==> src/rtl/product_bcd_converter.sv <==
// product_bcd_converter: converts each new multiplier product to registered BCD
// digits using a sequential double-dabble, one shift-add-3 iteration per clock.
// Ports:
//   clk, reset     - clock; synchronous active-high reset
//   done, product  - multiplier completion flag and result (valid while done=1)
//   bcd_out        - registered BCD digits, ones digit in the low nibble
//   result_bin     - binary value matching the current bcd_out
//   bcd_valid      - one-cycle strobe in the cycle bcd_out/result_bin update
//   busy           - high while a conversion or publish is in progress
//   overrun        - sticky, set when a queued product was overwritten
module product_bcd_converter #(
   parameter int PRODUCT_WIDTH = 6,
   parameter int DIGITS        = 2
) (
   input  logic                       clk,
   input  logic                       reset,
   input  logic                       done,
   input  logic [PRODUCT_WIDTH-1:0]   product,
   output logic [4*DIGITS-1:0]        bcd_out,
   output logic [PRODUCT_WIDTH-1:0]   result_bin,
   output logic                       bcd_valid,
   output logic                       busy,
   output logic                       overrun
);

   localparam int SW = 4*DIGITS + PRODUCT_WIDTH;
   localparam int CW = $clog2(PRODUCT_WIDTH + 1);
   localparam logic [CW-1:0] LAST_ITER = CW'(PRODUCT_WIDTH - 1);

   localparam logic [1:0] IDLE    = 2'd0;
   localparam logic [1:0] CONVERT = 2'd1;
   localparam logic [1:0] PUBLISH = 2'd2;

   logic [1:0]               state;
   logic                     done_q;
   logic                     start_evt;
   logic [SW-1:0]            shift_q;
   logic [SW-1:0]            shift_adj;
   logic [SW-1:0]            shift_nxt;
   logic [CW-1:0]            iter;
   logic [PRODUCT_WIDTH-1:0] operand;
   logic [PRODUCT_WIDTH-1:0] pend_val;
   logic                     pend;

   // Only the rising edge of done counts, so a held done gives one event.
   assign start_evt = done & ~done_q;
   assign busy      = (state != IDLE);

   // One double-dabble step: add 3 to every BCD nibble >= 5 (no carry
   // between nibbles), then shift the whole {bcd, bin} register left.
   always_comb begin
      shift_adj = shift_q;
      for (int d = 0; d < DIGITS; d++) begin
         if (shift_adj[PRODUCT_WIDTH + 4*d +: 4] >= 4'd5)
            shift_adj[PRODUCT_WIDTH + 4*d +: 4] = shift_adj[PRODUCT_WIDTH + 4*d +: 4] + 4'd3;
      end
      shift_nxt = shift_adj << 1;
   end

   always_ff @(posedge clk) begin
      if (reset) begin
         state      <= IDLE;
         done_q     <= 1'b0;
         shift_q    <= '0;
         iter       <= '0;
         operand    <= '0;
         pend_val   <= '0;
         pend       <= 1'b0;
         bcd_out    <= '0;
         result_bin <= '0;
         bcd_valid  <= 1'b0;
         overrun    <= 1'b0;
      end else begin
         done_q    <= done;
         bcd_valid <= 1'b0;
         case (state)
            IDLE: begin
               if (start_evt) begin
                  shift_q <= {{(4*DIGITS){1'b0}}, product};
                  operand <= product;
                  iter    <= '0;
                  state   <= CONVERT;
               end
            end
            CONVERT: begin
               shift_q <= shift_nxt;
               iter    <= iter + 1'b1;
               if (iter == LAST_ITER)
                  state <= PUBLISH;
               // Single-entry queue; a second arrival overwrites it and is
               // flagged, newest product wins.
               if (start_evt) begin
                  pend_val <= product;
                  pend     <= 1'b1;
                  if (pend)
                     overrun <= 1'b1;
               end
            end
            PUBLISH: begin
               bcd_out    <= shift_q[SW-1:PRODUCT_WIDTH];
               result_bin <= operand;
               bcd_valid  <= 1'b1;
               iter       <= '0;
               if (pend) begin
                  // Queued value is consumed now, so a same-cycle event
                  // simply refills the queue without an overrun.
                  shift_q <= {{(4*DIGITS){1'b0}}, pend_val};
                  operand <= pend_val;
                  state   <= CONVERT;
                  if (start_evt)
                     pend_val <= product;
                  else
                     pend <= 1'b0;
               end else if (start_evt) begin
                  shift_q <= {{(4*DIGITS){1'b0}}, product};
                  operand <= product;
                  state   <= CONVERT;
               end else begin
                  state <= IDLE;
               end
            end
            default: state <= IDLE;
         endcase
      end
   end

endmodule

==> config.mk <==
export PLATFORM = sky130hd
export DESIGN_NAME = product_bcd_converter
export DESIGN_NICKNAME = d
export VERILOG_FILES = /design/src/rtl/product_bcd_converter.sv
export SDC_FILE = /design/constraint.sdc
export NUM_CORES = 1
export LEC_CHECK = 0
export CORE_MARGIN = 3
export CORE_UTILIZATION = 45
export DETAILED_ROUTE_END_ITERATION = 8
export PLACE_DENSITY = 0.66
export REMOVE_ABC_BUFFERS = 1
export SLEW_MARGIN = 20
export SYNTH_ARGS = -nofsm -noshare
export SYNTH_HDL_FRONTEND = slang
export SYNTH_SLANG_ARGS = --single-unit
export TNS_END_PERCENT = 20
==> constraint.sdc <==
create_clock -name clk -period 2.28 [get_ports clk]
set_input_delay 0.456 -clock clk [delete_from_list [all_inputs] [get_ports clk]]
set_output_delay 0.456 -clock clk [all_outputs]
set_load 0.05 [all_outputs]
==> results by stage <==
Timing:
- Setup repair after global routing left no endpoint under its margin.
- Dividing the final minimum period by the clock period gives between 80% and 90%.
- The max-slew headroom at the worst pin is 65.8%.
- At the pin with the least slew margin, the transition time is ~500 ps.
- The fmax is roughly 0.5 GHz.
- For the final database, setup skew stands at 12.4 ps.
- The post-layout minimum cycle time is ~2000 ps.
- Setup violations remaining at the end of the flow were counted as 0.
- The number of max-slew violations in the final report came to 0.
- The final count of hold timing violations is 0.
- Final hold analysis gives a worst-case slack of 470 ps.

Clock tree:
- The maximum buffer depth of the clock tree is 2.
- The hold-fix buffer count after cts is 0.
- The clock input transition at the sequential cells of the worst setup and hold paths is about 90 ps.
- Clock tree synthesis selected as its root buffer the cell sky130_fd_sc_hd__clkbuf_8.
- The H-tree depth is 2.
- The number of setup buffers added after CTS is 0.
- TritonCTS built the clock tree.
- The later pin in the worst-skew pair is clocked with a latency of approximately 310 ps.
- The number of clock buffers added by TritonCTS is 5.
- The clock sink count is 49.
- In this run, post-CTS repair resized a total of 0 instances.

Finish:
- Cells with a size suffix above 1 make up 7.63% of the layout.
- The final cell count without fillers is between 300 and 400.
- From synthesis to final layout, the design area changed by 17.0%.
- The final-stage net count is 280.
- The core occupancy in the finished layout is roughly 55%.
- 0 antenna diodes ended up in the layout.

Logic synthesis:
- Counting flops with a built-in enable in the synthesized netlist gives 0.
- The cell area that synthesis handed to floorplanning was approximately 2200 um2.
- In the synthesized netlist, the number of instances is 237.
- The fraction of the yosys area taken by sequential cells is 43.7%.
- After synthesis, the mean cell area works out to approximately 9.5 um2.
- The flip-flop and latch count after synthesis is slightly below 50.
- The most used flip-flop cell after synthesis is sky130_fd_sc_hd__dfxtp_1.
- The warning count from the yosys run is 0.
- In the synthesized netlist the async set-or-reset flop fraction comes to 0%.
- The count of unique library cells instantiated by Yosys is 42.

Placement:
- Detailed placement finished with a half-perimeter wire length of between 3000 and 4000 um.
- Counting tap cells, the placed design contains a total of 321 instances.
- The port buffer count is 25.
- Routability-driven placement finished with a final weighted congestion of 0.809.

Outcome:
- The run finished with clean final reports.

Floorplan:
- The die footprint is about 5900 um2.
- The initial core utilization is 46.9%.
- During I/O placement, the number of pins put on the boundary was 26.
- The die is 76.6 um wide.
- The floorplan core area is roughly 4800 um2.
- The floorplan has 25 rows.
- The chip height is between 70 and 80 um.

Job:
- The number of maximum-capacitance violations is 0.

Detailed routing:
- The detailed router finished its first iteration with between 100 and 150 violations.
- The total wirelength of the detailed-routed design is around 4300 um.
- The detail-routed via count per cell is 5.18.
- The remaining antenna violation count after routing is 0.
- The routed wirelength normalized by instance count is approximately 13 um.
- The number of remaining DRC errors is 0.
- The number of vias in the routed layout is ~1700.
- The number of iterations in the first detailed-routing pass is 4.

GRT:
- The number of antenna violations at the first check in global routing is 0.
- For this run, the total global-route usage over all layers was measured as between 10% and 20%.
- The largest net degree at the start of global routing is 26.
- The leftover overflow at the end of global routing is 0.
- The wire length of the first global-routing pass is 7450 um.
- The number of global-route vias before repair is 1617.

Power:
- The areal power density over the cells is ~890 nW/um2.
- The leakage power total is approximately 1 nW.
- The worst-case IR drop observed on VDD is approximately 0.00046 V.

Critical path:
- At the worst endpoint, the arrival time is 2210 ps.
- The endpoint of the worst-slack reg-to-reg timing path is pend_val[3].
- In this design, the stage delay of the slowest critical-path cell is between 400 and 500 ps.
- The required time of the critical path is about 2500 ps.
- The slack of the worst reg-to-reg path is 270 ps.
- On the critical path the largest part of the delay comes from simple AND/OR/NAND/NOR gates.
- The start of the worst register-to-register path is state[0].
- The endpoint kind of the worst setup timing path is a flip-flop.
- The worst register-to-register path has a depth of 6.
- Together, buffers and inverters on the worst path number 1.
- The critical path startpoint category is a flip-flop.
- The critical path goes through inv_1, ha_1, nand2_1, a21oi_4, mux2i_1, nor2_1.
- The worst-path maximum fanout is 12.
- The cell type of the slowest stage on the worst timing path is sky130_fd_sc_hd__nand2_1.
- The critical path in this run is classified as reg2reg.
- Tracing the worst setup path back leads to its startpoint at state[0].

Min path:
- The worst hold path belongs to the class reg2reg.
- The instance count along the most critical hold path is 1.
- The end point of the most critical hold path is shift_q[0].
- The critical hold path startpoint is shift_q[0].
-- routing by layer --
metal  track usage [%]  part of all wire (%)
met1              19.6                    50
met2              25.5                    45
met3              3.90                   3.1
met4              6.88                   2.3
met5                 0                     0
-- per-stage QoR --
step                      TNS (ps)  setup WS (ps)  area (um2)  power (mW)
after detailed placement         0            269        2530        1.85
after CTS                        0            288        2630        2.38
after global routing             0            143        2630        2.50
final                            0            270        2630        2.34
after floorplan              -96.2          -16.0        2160        1.63
after global placement           0            312        2530        1.84
-- worst max-delay path by stage --
stage	to	cells past startpoint
floorplan	pend_val[0]	6
global placement	shift_q[9]	5
detailed placement	iter[2]	5
CTS	pend_val[3]	6
global route	pend_val[3]	6
finish	pend_val[3]	6
-- synthesized netlist by cell type, types with 2 or more instances --
cell type,n,share of area [%]
sky130_fd_sc_hd__nor2_1,33,5.5
sky130_fd_sc_hd__and3_1,2,0.56
sky130_fd_sc_hd__clkbuf_1,6,1.0
sky130_fd_sc_hd__ha_1,10,5.6
sky130_fd_sc_hd__nand4_1,2,0.56
sky130_fd_sc_hd__mux2i_1,27,12
sky130_fd_sc_hd__inv_1,13,2.2
sky130_fd_sc_hd__buf_6,3,1.5
sky130_fd_sc_hd__a211oi_1,2,0.67
sky130_fd_sc_hd__nand2_1,11,1.8
sky130_fd_sc_hd__xnor2_1,2,0.78
sky130_fd_sc_hd__a31oi_1,2,0.56
sky130_fd_sc_hd__dfxtp_1,49,44
sky130_fd_sc_hd__a221o_1,6,2.7
sky130_fd_sc_hd__or3_1,2,0.56
sky130_fd_sc_hd__nor2b_1,2,0.56
sky130_fd_sc_hd__nand2b_1,6,1.7
sky130_fd_sc_hd__o21ai_0,10,2.2
sky130_fd_sc_hd__nor3_1,2,0.45
sky130_fd_sc_hd__buf_2,3,0.67
sky130_fd_sc_hd__a22oi_1,5,1.7
sky130_fd_sc_hd__a22o_1,6,2.3
sky130_fd_sc_hd__a21oi_1,14,3.1
-- flip-flops by register name, summed over array words and instances (netlist names) --
signal and cells:
shift_q 14, bcd_out 8, operand 6, pend_val 6
result_bin 6, iter 3, state 2, bcd_valid 1
done_q 1, overrun 1, pend 1
-- report_power, final --
group	internal, mW	switching (mW)	total [mW]
Combinational	0.317	0.496	0.813
Sequential	0.945	0.0648	1.01
Clock	0.218	0.304	0.522
-- cells in the final DEF (no fill, tap or decap), drive strengths merged, types with 2 or more instances in the layout --
master         synthesis  final
a221o                  6      6
inv                   13     13
nand2b                 7      7
or3                    2      2
o21ai                 12     12
a31oi                  2      2
a22o                   6      6
dfxtp                 49     49
and2b                  2      2
ha                    10     10
nor3                   2      2
nor2b                  2      2
nor2                  33     33
nand2                 11     11
and3                   2      2
a211oi                 2      2
a21oi                 16     16
xnor2                  2      2
a22oi                  5      5
clkbuf                 6      5
o21a                   2      2
nand4                  2      2
buf                    7      6
mux2i                 27     27
clkdlybuf4s50          0     24
clkinv                 0      3
-- cell families (layout without fill, tap and decap cells) --
group,Yosys count,in the layout,share of synthesized area [%]
simple gates,67,67,14.3
compound gates,56,56,17.9
flops,49,49,43.7
mux,27,27,12.0
buf+inv,26,51,5.69
fa+ha+maj,10,10,5.58
xor+xnor,2,2,0.781
-- area by class of cell --
type | instances | area [um2]
fillers | 453 | 2160
multi-input cells | 162 | 1130
flip-flops and latches | 49 | 981
repair buffers | 30 | 285
well taps | 67 | 83.8
clock buffers | 5 | 68.8
inverters | 13 | 48.8
clock inverters | 3 | 22.5
No activity file was read; power rests on OpenSTA's default activity.
